`src/rtl/tempo_pkg.sv`:
```
// Shared definitions for the tempo scheduler: counter width and FSM encoding.
package tempo_pkg;

  localparam int unsigned TEMPO_WIDTH = 7;

  localparam logic [1:0] ST_IDLE = 2'd0;
  localparam logic [1:0] ST_RUN  = 2'd1;
  localparam logic [1:0] ST_DONE = 2'd2;

  typedef enum logic [1:0] {
    IDLE = ST_IDLE,
    RUN  = ST_RUN,
    DONE = ST_DONE
  } state_e;

endpackage

```
`src/rtl/tempo_cnt.sv`:
```
// Shared time base: WIDTH-bit up counter with synchronous clear and enable.
module tempo_cnt #(
  parameter int unsigned WIDTH = 7
) (
  input  logic             clk,
  input  logic             rst,
  input  logic             clr_i,
  input  logic             en_i,
  output logic [WIDTH-1:0] cnt_o
);

  logic [WIDTH-1:0] cnt_q;

  // Clear has priority so a new grant always starts from zero.
  always_ff @(posedge clk or posedge rst) begin
    if (rst) begin
      cnt_q <= '0;
    end else if (clr_i) begin
      cnt_q <= '0;
    end else if (en_i) begin
      cnt_q <= cnt_q + WIDTH'(1);
    end
  end

  assign cnt_o = cnt_q;

endmodule

```
`src/rtl/tempo_sched.sv`:
```
// Round-robin owner of the shared tempo counter: grants one requester an
// interval of dur cycles and pulses its done at the end.
module tempo_sched
  import tempo_pkg::*;
#(
  parameter int unsigned WIDTH = TEMPO_WIDTH
) (
  input  logic             clk,
  input  logic             rst,
  input  logic             req0,
  input  logic             req1,
  input  logic [WIDTH-1:0] dur0,
  input  logic [WIDTH-1:0] dur1,
  input  logic             pausa,
  output logic             gnt0,
  output logic             gnt1,
  output logic             done0,
  output logic             done1,
  output logic             busy,
  output logic [WIDTH-1:0] tempo
);

  state_e           state_q, state_d;
  logic             rr_q, rr_d;
  logic [WIDTH-1:0] target_q, target_d;
  logic             gnt0_q, gnt0_d, gnt1_q, gnt1_d;
  logic             done0_q, done0_d, done1_q, done1_d;
  logic             busy_q, busy_d;
  logic             cnt_clr_c, cnt_en_c;
  logic             pick1_c, owner_req_c, last_c;
  logic [WIDTH-1:0] tempo_w;

  // Arbitration and owner status are decoded from registered state only.
  assign pick1_c     = (req0 && req1) ? rr_q : req1;
  assign owner_req_c = gnt1_q ? req1 : req0;
  assign last_c      = (tempo_w == WIDTH'(target_q - WIDTH'(1)));

  always_comb begin
    state_d   = state_q;
    rr_d      = rr_q;
    target_d  = target_q;
    gnt0_d    = gnt0_q;
    gnt1_d    = gnt1_q;
    cnt_clr_c = 1'b0;
    cnt_en_c  = 1'b0;

    case (state_q)
      IDLE: begin
        if (req0 || req1) begin
          target_d  = pick1_c ? dur1 : dur0;
          gnt0_d    = !pick1_c;
          gnt1_d    = pick1_c;
          cnt_clr_c = 1'b1;
          state_d   = (target_d == '0) ? DONE : RUN;
        end
      end
      RUN: begin
        // A withdrawn request beats completion in the same cycle.
        if (!owner_req_c) begin
          state_d   = IDLE;
          gnt0_d    = 1'b0;
          gnt1_d    = 1'b0;
          cnt_clr_c = 1'b1;
          rr_d      = !gnt1_q;
        end else if (!pausa) begin
          if (last_c) begin
            state_d = DONE;
          end else begin
            cnt_en_c = 1'b1;
          end
        end
      end
      DONE: begin
        state_d   = IDLE;
        gnt0_d    = 1'b0;
        gnt1_d    = 1'b0;
        cnt_clr_c = 1'b1;
        rr_d      = !gnt1_q;
      end
      default: begin
        state_d   = IDLE;
        gnt0_d    = 1'b0;
        gnt1_d    = 1'b0;
        cnt_clr_c = 1'b1;
      end
    endcase
  end

  // done is raised on entry to DONE so it lines up with the DONE cycle.
  always_comb begin
    done0_d = (state_d == DONE) && gnt0_d;
    done1_d = (state_d == DONE) && gnt1_d;
    busy_d  = (state_d != IDLE);
  end

  always_ff @(posedge clk or posedge rst) begin
    if (rst) begin
      state_q  <= IDLE;
      rr_q     <= 1'b0;
      target_q <= '0;
      gnt0_q   <= 1'b0;
      gnt1_q   <= 1'b0;
      done0_q  <= 1'b0;
      done1_q  <= 1'b0;
      busy_q   <= 1'b0;
    end else begin
      state_q  <= state_d;
      rr_q     <= rr_d;
      target_q <= target_d;
      gnt0_q   <= gnt0_d;
      gnt1_q   <= gnt1_d;
      done0_q  <= done0_d;
      done1_q  <= done1_d;
      busy_q   <= busy_d;
    end
  end

  tempo_cnt #(
    .WIDTH (WIDTH)
  ) u_cnt (
    .clk   (clk),
    .rst   (rst),
    .clr_i (cnt_clr_c),
    .en_i  (cnt_en_c),
    .cnt_o (tempo_w)
  );

  assign gnt0  = gnt0_q;
  assign gnt1  = gnt1_q;
  assign done0 = done0_q;
  assign done1 = done1_q;
  assign busy  = busy_q;
  assign tempo = tempo_w;

endmodule

```
`config.mk`:
```
export PLATFORM = sky130hd
export DESIGN_NAME = tempo_sched
export DESIGN_NICKNAME = d
export VERILOG_FILES = /design/src/rtl/tempo_pkg.sv /design/src/rtl/tempo_cnt.sv /design/src/rtl/tempo_sched.sv
export SDC_FILE = /design/constraint.sdc
export NUM_CORES = 1
export LEC_CHECK = 0
export ABC_AREA = 0
export CORE_UTILIZATION = 51
export CTS_BUF_LIST = sky130_fd_sc_hd__clkbuf_2
export DETAILED_ROUTE_END_ITERATION = 6
export PLACE_DENSITY = 0.81
export SETUP_SLACK_MARGIN = 0.2
export SLEW_MARGIN = 20
export SYNTH_ARGS = -nofsm -noshare
export SYNTH_HDL_FRONTEND = slang
export SYNTH_HIERARCHICAL = 1
export SYNTH_SLANG_ARGS = --single-unit
```
`constraint.sdc`:
```
create_clock -name clk -period 3 [get_ports clk]
set_clock_uncertainty 0.05 [all_clocks]
set_input_delay 0.75 -clock clk [delete_from_list [all_inputs] [get_ports clk]]
set_output_delay 0.75 -clock clk [all_outputs]
set_load 0.005 [all_outputs]
```
==> flow_summary.ini, run 1 <==
[status]
outcome = completed

[routing]
drt.antenna.violating_nets = 0
top_layer = met4
drcViolationCount = 0
routed_via_density = 5.82
wl_met1_um = 1330
vias = 1222
drtIter0Drc = 31
dr_wl_met2_um = 1680
wirelength_um = 3190
wire_per_inst_um = 15.2
firstDrtPassIters = 4
wl_met3_um = 121

[place]
numPortBuffers = 30
dpl.cell_count = 207
dpl.hpwl_um = 2560
place_congestion = 0.773
placedInstanceArea_um2 = 1690

[yosys]
synth_nets = 166
synth.area.top_cells = dfrtp_1 41%, mux2i_1 7.5%, nor2_1 5.6%
synth_seq_cells = 22
synth_ff_type = dfrtp_1
netlist.area_leader.share = 0.412
ys_seq_area_frac = 0.412
synth-async-reset-ratio = 1.00
yosys_warnings = 6
synth_area_leader_cell = dfrtp_1
synth_most_common_cell = dfrtp_1
synthTopCellsByCount = 22 x dfrtp_1, 20 x nor2_1, 12 x a21oi_1
avgSynthCellArea_um2 = 9.22
syn_inst = 145
synth-edff-count = 0
synth_cell_types = 38
synth_area_um2 = 1340

[timing]
max_freq_mhz = 388
fin_crit_sh = 0.860
holdWs_ns = 0.545
setup_violations = 0
slew_viol_final = 0
finalHoldViolCount = 0
setup_tns_ns = 0
rsz0062_at_grt = false
relSlewSlack = 0.624
period_minus_slack_ns = 2.58
max_slew.worst_pin.slew_ns = 0.564

[global_route]
antenna_found_initial = 0
grt_pass1_wl_um = 4860
grt.total_usage = 0.247
first_global_vias = 1136
grt_max_degree = 17
grt.overflow.total = 0

[setup_path]
worstSetupStartpointType = flop
path_cells = inv_1 -> ha_1 -> and3_2 -> o2bb2ai_2 -> a2111oi_4 -> o31a_1 -> nor3_1 -> buf_4 -> nand4_1 -> or3_1 -> a21oi_1
crit_fanout = 7
arrival_ns = 2.80
cp.required_ns = 3.22
cp-end-kind = flop
crit_type = flop to flop
cpMaxStageDelayCell = dfrtp_1
cpPeakStageDelay_ns = 0.49
r2r_slack_ns = 0.42

[cells_and_area]
diodes = 0
post_route_cells_drive_above_1_share = 0.0778
area_growth_pct = 28.4
fin_cells = 210
fin_area_um2 = 1720
nets = 203

[floorplan]
row_count = 18
die_h_um = 53.2
die_w_um = 53.2
start_util = 0.539
boundaryPins = 31
die_area_um2 = 2830
core-area_um2 = 2480

[clock_network]
cts_resized = 0
cts_setup_buffers = 0
clockBufferDepth = 2
hold_buffers = 0
cts_buffers = 3
clock_latency_ns = 0.32
cts_tree = yes
root_buffer = clkbuf_2
clk_pin_slew_ns = 0.19
clock_sinks = 22
htree_levels = 1

[power]
irDropWorstVdd_mv = 0.445
powerDensity_nw_per_um2 = 660
cellLeakagePower_nw = 0.739

[job]
maxCapViolations = 0

[worst_hold_path]
hold_path.class = flop to flop
## flip-flops by register name, indices dropped and copies added (netlist names)
name,cells
done1,1
busy,1
gnt0,1
gnt1,1
done0,1
u_cnt/cnt_o,7
rr_q,1
state_q,2
target_q,7
## final cells by class
class	count	area [um2]
flip-flops and latches	22	552
clock buffers	3	15.0
well taps	30	37.5
multi-input cells	112	747
repair buffers	34	330
fillers	199	762
inverters	9	33.8
## per-stage QoR
step / utilization / power [mW] / worst slack [ns]
final: 0.692 / 1.13 / 0.419
after global routing: 0.692 / 1.21 / 0.223
after CTS: 0.690 / 1.13 / 0.379
after detailed placement: 0.684 / 1.02 / 0.158
after global placement: 0.684 / 0.989 / 0.282
after floorplan: - / 0.838 / 0.463
## kinds of logic after synthesis
| group | count (synthesis) | share of synthesized area |
|---|---|---|
| AOI/OAI and AO/OA | 35 | 0.185 |
| xor gates and xnor gates | 11 | 0.0721 |
| muxes | 11 | 0.0833 |
| DFF | 22 | 0.412 |
| and+or+nand+nor | 53 | 0.196 |
| buffers and inverters | 11 | 0.0328 |
| adders and majority gates | 2 | 0.0187 |
## where the power goes
group | total, mW | switching [mW] | internal (mW)
logic | 0.525 | 0.269 | 0.257
registers | 0.494 | 0.114 | 0.380
clock network | 0.113 | 0.0853 | 0.0273
## worst paths after layout
| check | from | to | cells past startpoint |
|---|---|---|---|
| worst max register to register | target_q[1] | u_cnt/cnt_o[5] | 11 |
| worst min register to register | gnt0 | gnt0 | 1 |
| min in group asynchronous | rst | u_cnt/cnt_o[6] | 2 |
| max in group asynchronous | rst | target_q[0] | 2 |
| worst max-delay path | target_q[1] | u_cnt/cnt_o[5] | 11 |
| worst min-delay path | gnt0 | gnt0 | 1 |
## metal layers
layer	GRT usage	vias to the layer above
met5	0	-
met4	0.110	0
met3	0.0345	6
met2	0.462	44
met1	0.270	579
li1	-	593
## critical path: cells and delay by family (launching register included)
kind | cells | cell delay, ns
flip-flops | 1 | 0.49
buffers and inverters | 2 | 0.24
AO/OA/AOI/OAI | 4 | 0.55
adder cells (fa/ha/maj) | 1 | 0.27
AND/OR/NAND/NOR | 4 | 0.95
## layout by cell type (no fill, tap or decap), types with 4 or more instances in the layout
cell / n
inv_1: 9
nor2_1: 20
nand2_1: 11
xnor2_1: 6
clkdlybuf4s50_1: 30
a21oi_1: 12
mux2i_1: 10
buf_4: 4
o21ai_0: 7
dfrtp_1: 21
xor2_1: 5
Note: power is estimated with default switching activity, not from simulation.
==> run 2, diff against run 1 <==
Settings changed: CORE_MARGIN set to 5.
==> run 2 against run 1 <==
  * Sequential share of layout area about the same
  * Design area about the same
  * Clock power about the same
  * First-iteration DRC count increased by 150%
  * Register-to-register slack got worse by 0.06 ns
  * Largest cell class unchanged
  * Highest routed layer unchanged
==> flow_summary.ini, run 2 (same netlist as run 1, synthesis figures left out) <==
[floorplan]
die_area_um2 = 3740
start_util = 0.535
die_w_um = 61.2
core-area_um2 = 2500
row_count = 18
die_h_um = 61.2
boundaryPins = 31

[timing]
max_slew.worst_pin.slew_ns = 0.612
max_freq_mhz = 378
relSlewSlack = 0.592
slew_viol_final = 0
period_minus_slack_ns = 2.64
setup_tns_ns = 0
setup_violations = 0
rsz0062_at_grt = false
fin_crit_sh = 0.881
finalHoldViolCount = 0
fin_ws_ns = 0.358

[clock_network]
clk_pin_slew_ns = 0.19
clock_latency_ns = 0.31
cts_tree = yes
cts_setup_buffers = 0
cts_buffers = 3
cts_resized = 0
htree_levels = 1
clock_sinks = 22
hold_buffers = 0
root_buffer = clkbuf_2
clockBufferDepth = 2

[worst_hold_path]
hold_path.class = flop to flop

[power]
powerDensity_nw_per_um2 = 662
p_comb_frac = 0.470
power_mw = 1.14
intPower_mw = 0.663
power.switching_mw = 0.472
p_seq_frac = 0.432
p_clk_frac = 0.097
cellLeakagePower_nw = 0.739
irDropWorstVdd_mv = 0.413
switching_share = 0.416

[global_route]
grt.overflow.total = 0
first_global_vias = 1238
grt_pass1_wl_um = 5580
antenna_found_initial = 0
grt_max_degree = 17
grt.total_usage = 0.204

[setup_path]
worstSetupStartpointType = flop
cpMaxStageDelayCell = dfrtp_1
worst-path-buf-inv = 1
cp-end-kind = flop
cp.required_ns = 3.20
crit_type = flop to flop
cpPeakStageDelay_ns = 0.52
path_cells = inv_1 -> ha_1 -> and3_2 -> o2bb2ai_2 -> a2111oi_4 -> o31a_1 -> nor3_2 -> nand4_1 -> or3_1 -> a21oi_1
arrival_ns = 2.84
crit_fanout = 7
crit_family = simple AND/OR/NAND/NOR gates

[cells_and_area]
fillers = 199
area_growth_pct = 28.3
post_route_cells_drive_above_1_share = 0.0722
nets = 203
ff_latch_area_um2 = 551
fin_area_um2 = 1710
mostFrequentLayoutCell = clkdlybuf4s50_1
layout_common_cells = 30 x clkdlybuf4s50_1, 22 x dfrtp_1, 20 x nor2_1
diodes = 0
multi_input_area_um2 = 747

[place]
dpl.hpwl_um = 2650
place_congestion = 0.803
placedInstanceArea_um2 = 1690
pre_cts_ws_ns = 0.102
numPortBuffers = 30

[routing]
wirelength_um = 3280
drtIter0Drc = 76
firstDrtPassIters = 4
routed_via_density = 5.96
drt.antenna.violating_nets = 0
vias = 1252
drcViolationCount = 0
wire_per_inst_um = 15.6

[job]
maxCapViolations = 0

[status]
outcome = completed
==> run 2: cell types whose count changed in the layout (fill, tap and decap cells not counted) <==
cell     change
dfrtp_2      -1
dfrtp_1      +1
==> run 2: per-layer routing <==
metal	track usage	part of all wire
met1	0.260	0.42
met2	0.349	0.51
met3	0.0335	0.061
met4	0.0681	0.016
met5	0	0
==> run 2: final cells by class <==
type                            count  share of cell area
Timing Repair Buffer               34               0.193
Sequential cell                    22               0.321
Inverter                            9              0.0197
Clock buffer                        3             0.00876
Tap cell                           30              0.0219
Multi-Input combinational cell    112               0.436
==> run 2: through the flow <==
stage / utilization / std cells / hold WS [ns]
floorplan: - / 145 / 0.457
global placement: 0.678 / 207 / 0.487
detailed placement: 0.678 / 207 / 0.504
CTS: 0.684 / 210 / 0.544
global route: 0.686 / 210 / 0.588
finish: 0.686 / 210 / 0.533
==> run 2: worst paths after layout <==
| kind | start | end | slack, ns | depth (start not counted) |
|---|---|---|---|---|
| worst max register to register | target_q[0] | u_cnt/cnt_o[6] | 0.36 | 10 |
| worst max-delay path | target_q[0] | u_cnt/cnt_o[6] | 0.36 | 10 |
| max in group asynchronous | rst | rr_q | 1.76 | 2 |
| worst min register to register | target_q[6] | target_q[6] | 0.53 | 2 |
| worst min-delay path | target_q[6] | target_q[6] | 0.53 | 2 |
| min in group asynchronous | rst | u_cnt/cnt_o[3] | 0.63 | 2 |
==> run 2: worst register-to-register path: stages, from the launching register on <==
cell,delay [ns]
dfrtp_1,0.52
inv_1,0.08
ha_1,0.29
and3_2,0.25
o2bb2ai_2,0.16
a2111oi_4,0.10
o31a_1,0.14
nor3_2,0.20
nand4_1,0.20
or3_1,0.42
a21oi_1,0.17
==> run 2: power groups by stage <==
stage	Sequential, mW	Combinational (mW)	Clock [mW]
CTS	0.490	0.534	0.114
global placement	0.487	0.505	0
global route	0.509	0.596	0.123
finish	0.491	0.534	0.110
detailed placement	0.497	0.532	0
floorplan	0.467	0.371	0
==> run 3, diff against run 2 <==
Settings changed: ABC_AREA 0 to unset, CTS_CLUSTER_SIZE set to 40, RECOVER_POWER set to 50.
==> run 3 against run 2 <==
  * Clock power is essentially flat
  * Combinational power shrank 0.9%
  * Register-to-register slack barely moved
  * Sequential power about the same
  * Clock-buffer cell count unchanged
  * Flip-flop and latch count unchanged
  * Critical path type unchanged
  * Largest cell class unchanged
==> flow_summary.ini, run 3 (same netlist as run 1, synthesis figures left out) <==
[status]
outcome = completed

[clock_network]
cts_setup_buffers = 0
cts_buffers = 3
cts_tree = yes
hold_buffers = 0
htree_levels = 1
clock_latency_ns = 0.31
clockBufferDepth = 2
clk_pin_slew_ns = 0.19
root_buffer = clkbuf_2
clock_sinks = 22

[setup_path]
worstSetupStartpointType = flop
crit_fanout = 7
critPathLaunch = target_q[0]
crit_type = flop to flop
cp-end-kind = flop
cpPeakStageDelay_ns = 0.52
cpMaxStageDelayCell = dfrtp_1
arrival_ns = 2.84
cp.required_ns = 3.20
path_cells = inv_1 -> ha_1 -> and3_2 -> o2bb2ai_2 -> a2111oi_4 -> o31a_1 -> nor3_2 -> nand4_1 -> or3_1 -> a21oi_1
r2r_start = target_q[0]

[place]
place_congestion = 0.803
numPortBuffers = 30
dpl.hpwl_um = 2650

[timing]
rsz0062_at_grt = false
relSlewSlack = 0.567
fin_crit_sh = 0.883
setup_violations = 0
slew_viol_final = 0
max_slew.worst_pin.slew_ns = 0.649
period_minus_slack_ns = 2.65
holdWs_ns = 0.536
finalHoldViolCount = 0
max_freq_mhz = 378
setup_tns_ns = 0

[power]
cellLeakagePower_nw = 0.733
powerDensity_nw_per_um2 = 662
irDropWorstVdd_mv = 0.412
power_mw = 1.13

[routing]
vias = 1252
drcViolationCount = 0
routed_via_density = 5.96
drt.antenna.violating_nets = 0
wirelength_um = 3290
firstDrtPassIters = 4
wire_per_inst_um = 15.7
drtIter0Drc = 81

[floorplan]
row_count = 18
core-area_um2 = 2500
die_area_um2 = 3740
die_w_um = 61.2
start_util = 0.535
boundaryPins = 31
die_h_um = 61.2

[global_route]
grt.overflow.total = 0
grt_pass1_wl_um = 5580
antenna_found_initial = 0
first_global_vias = 1238
grt.total_usage = 0.204
grt_max_degree = 17

[worst_hold_path]
hold_start = target_q[6]
hold_path.class = flop to flop

[cells_and_area]
nets = 203
diodes = 0
post_route_cells_drive_above_1_share = 0.0611
mostFrequentLayoutCell = clkdlybuf4s50_1
area_growth_pct = 27.7
layout_common_cells = 27 x clkdlybuf4s50_1, 22 x dfrtp_1, 20 x nor2_1

[job]
maxCapViolations = 0
-- run 3: cell count changes in the layout (fill, tap and decap cells not counted) --
| cell | change |
|---|---|
| clkdlybuf4s50_1 | -3 |
| dlygate4sd3_1 | +3 |
| buf_4 | -2 |
| clkbuf_1 | +2 |
-- run 3: layout make-up --
cell class	count	area, um2
clock buffer	3	15.0
sequential	22	551
inverter	9	33.8
tap	30	37.5
fill	201	793
timing repair buffer	34	323
multi-input combinational	112	747
-- run 3: timing repair --
item                                    4_1_cts  5_1_grt
endpoints found under the setup margin        0        2
gates resized for setup                       0        1
hold endpoints to repair                      0        0
-- run 3: per-layer routing --
metal,GRT usage,up-vias,share of wire
li1,-,592,-
met1,0.260,607,0.42
met2,0.349,47,0.51
met3,0.0335,6,0.057
met4,0.0681,0,0.015
met5,0,-,0
-- run 3: metrics by stage --
step                worst slack [ns]  utilization  std cells  cell area [um2]
finish                         0.352        0.683        210             1710
global route                   0.211        0.683        210             1710
CTS                            0.265        0.684        210             1710
detailed placement             0.102        0.678        207             1690
global placement               0.218        0.678        207             1690
floorplan                      0.463            -        145             1340
-- run 3: report_power, final --
part           internal [mW]  switching [mW]
Combinational          0.251           0.277
Sequential             0.378           0.113
Clock                 0.0273          0.0823
-- run 3: worst max-delay path, delay by kind of cell (launching register included) --
family	cells	cell delay [ns]
flops	1	0.52
fa+ha+maj	1	0.30
simple gates	4	1.07
buf+inv	1	0.08
compound gates	4	0.57
-- run 3: path summary, 6_finish.rpt --
check	to	slack [ns]	cells past startpoint
max in group asynchronous	rr_q	1.63	2
min in group asynchronous	u_cnt/cnt_o[3]	0.76	2
min	target_q[6]	0.54	2
max	u_cnt/cnt_o[6]	0.35	10
max reg2reg	u_cnt/cnt_o[6]	0.35	10
min reg2reg	target_q[6]	0.54	2
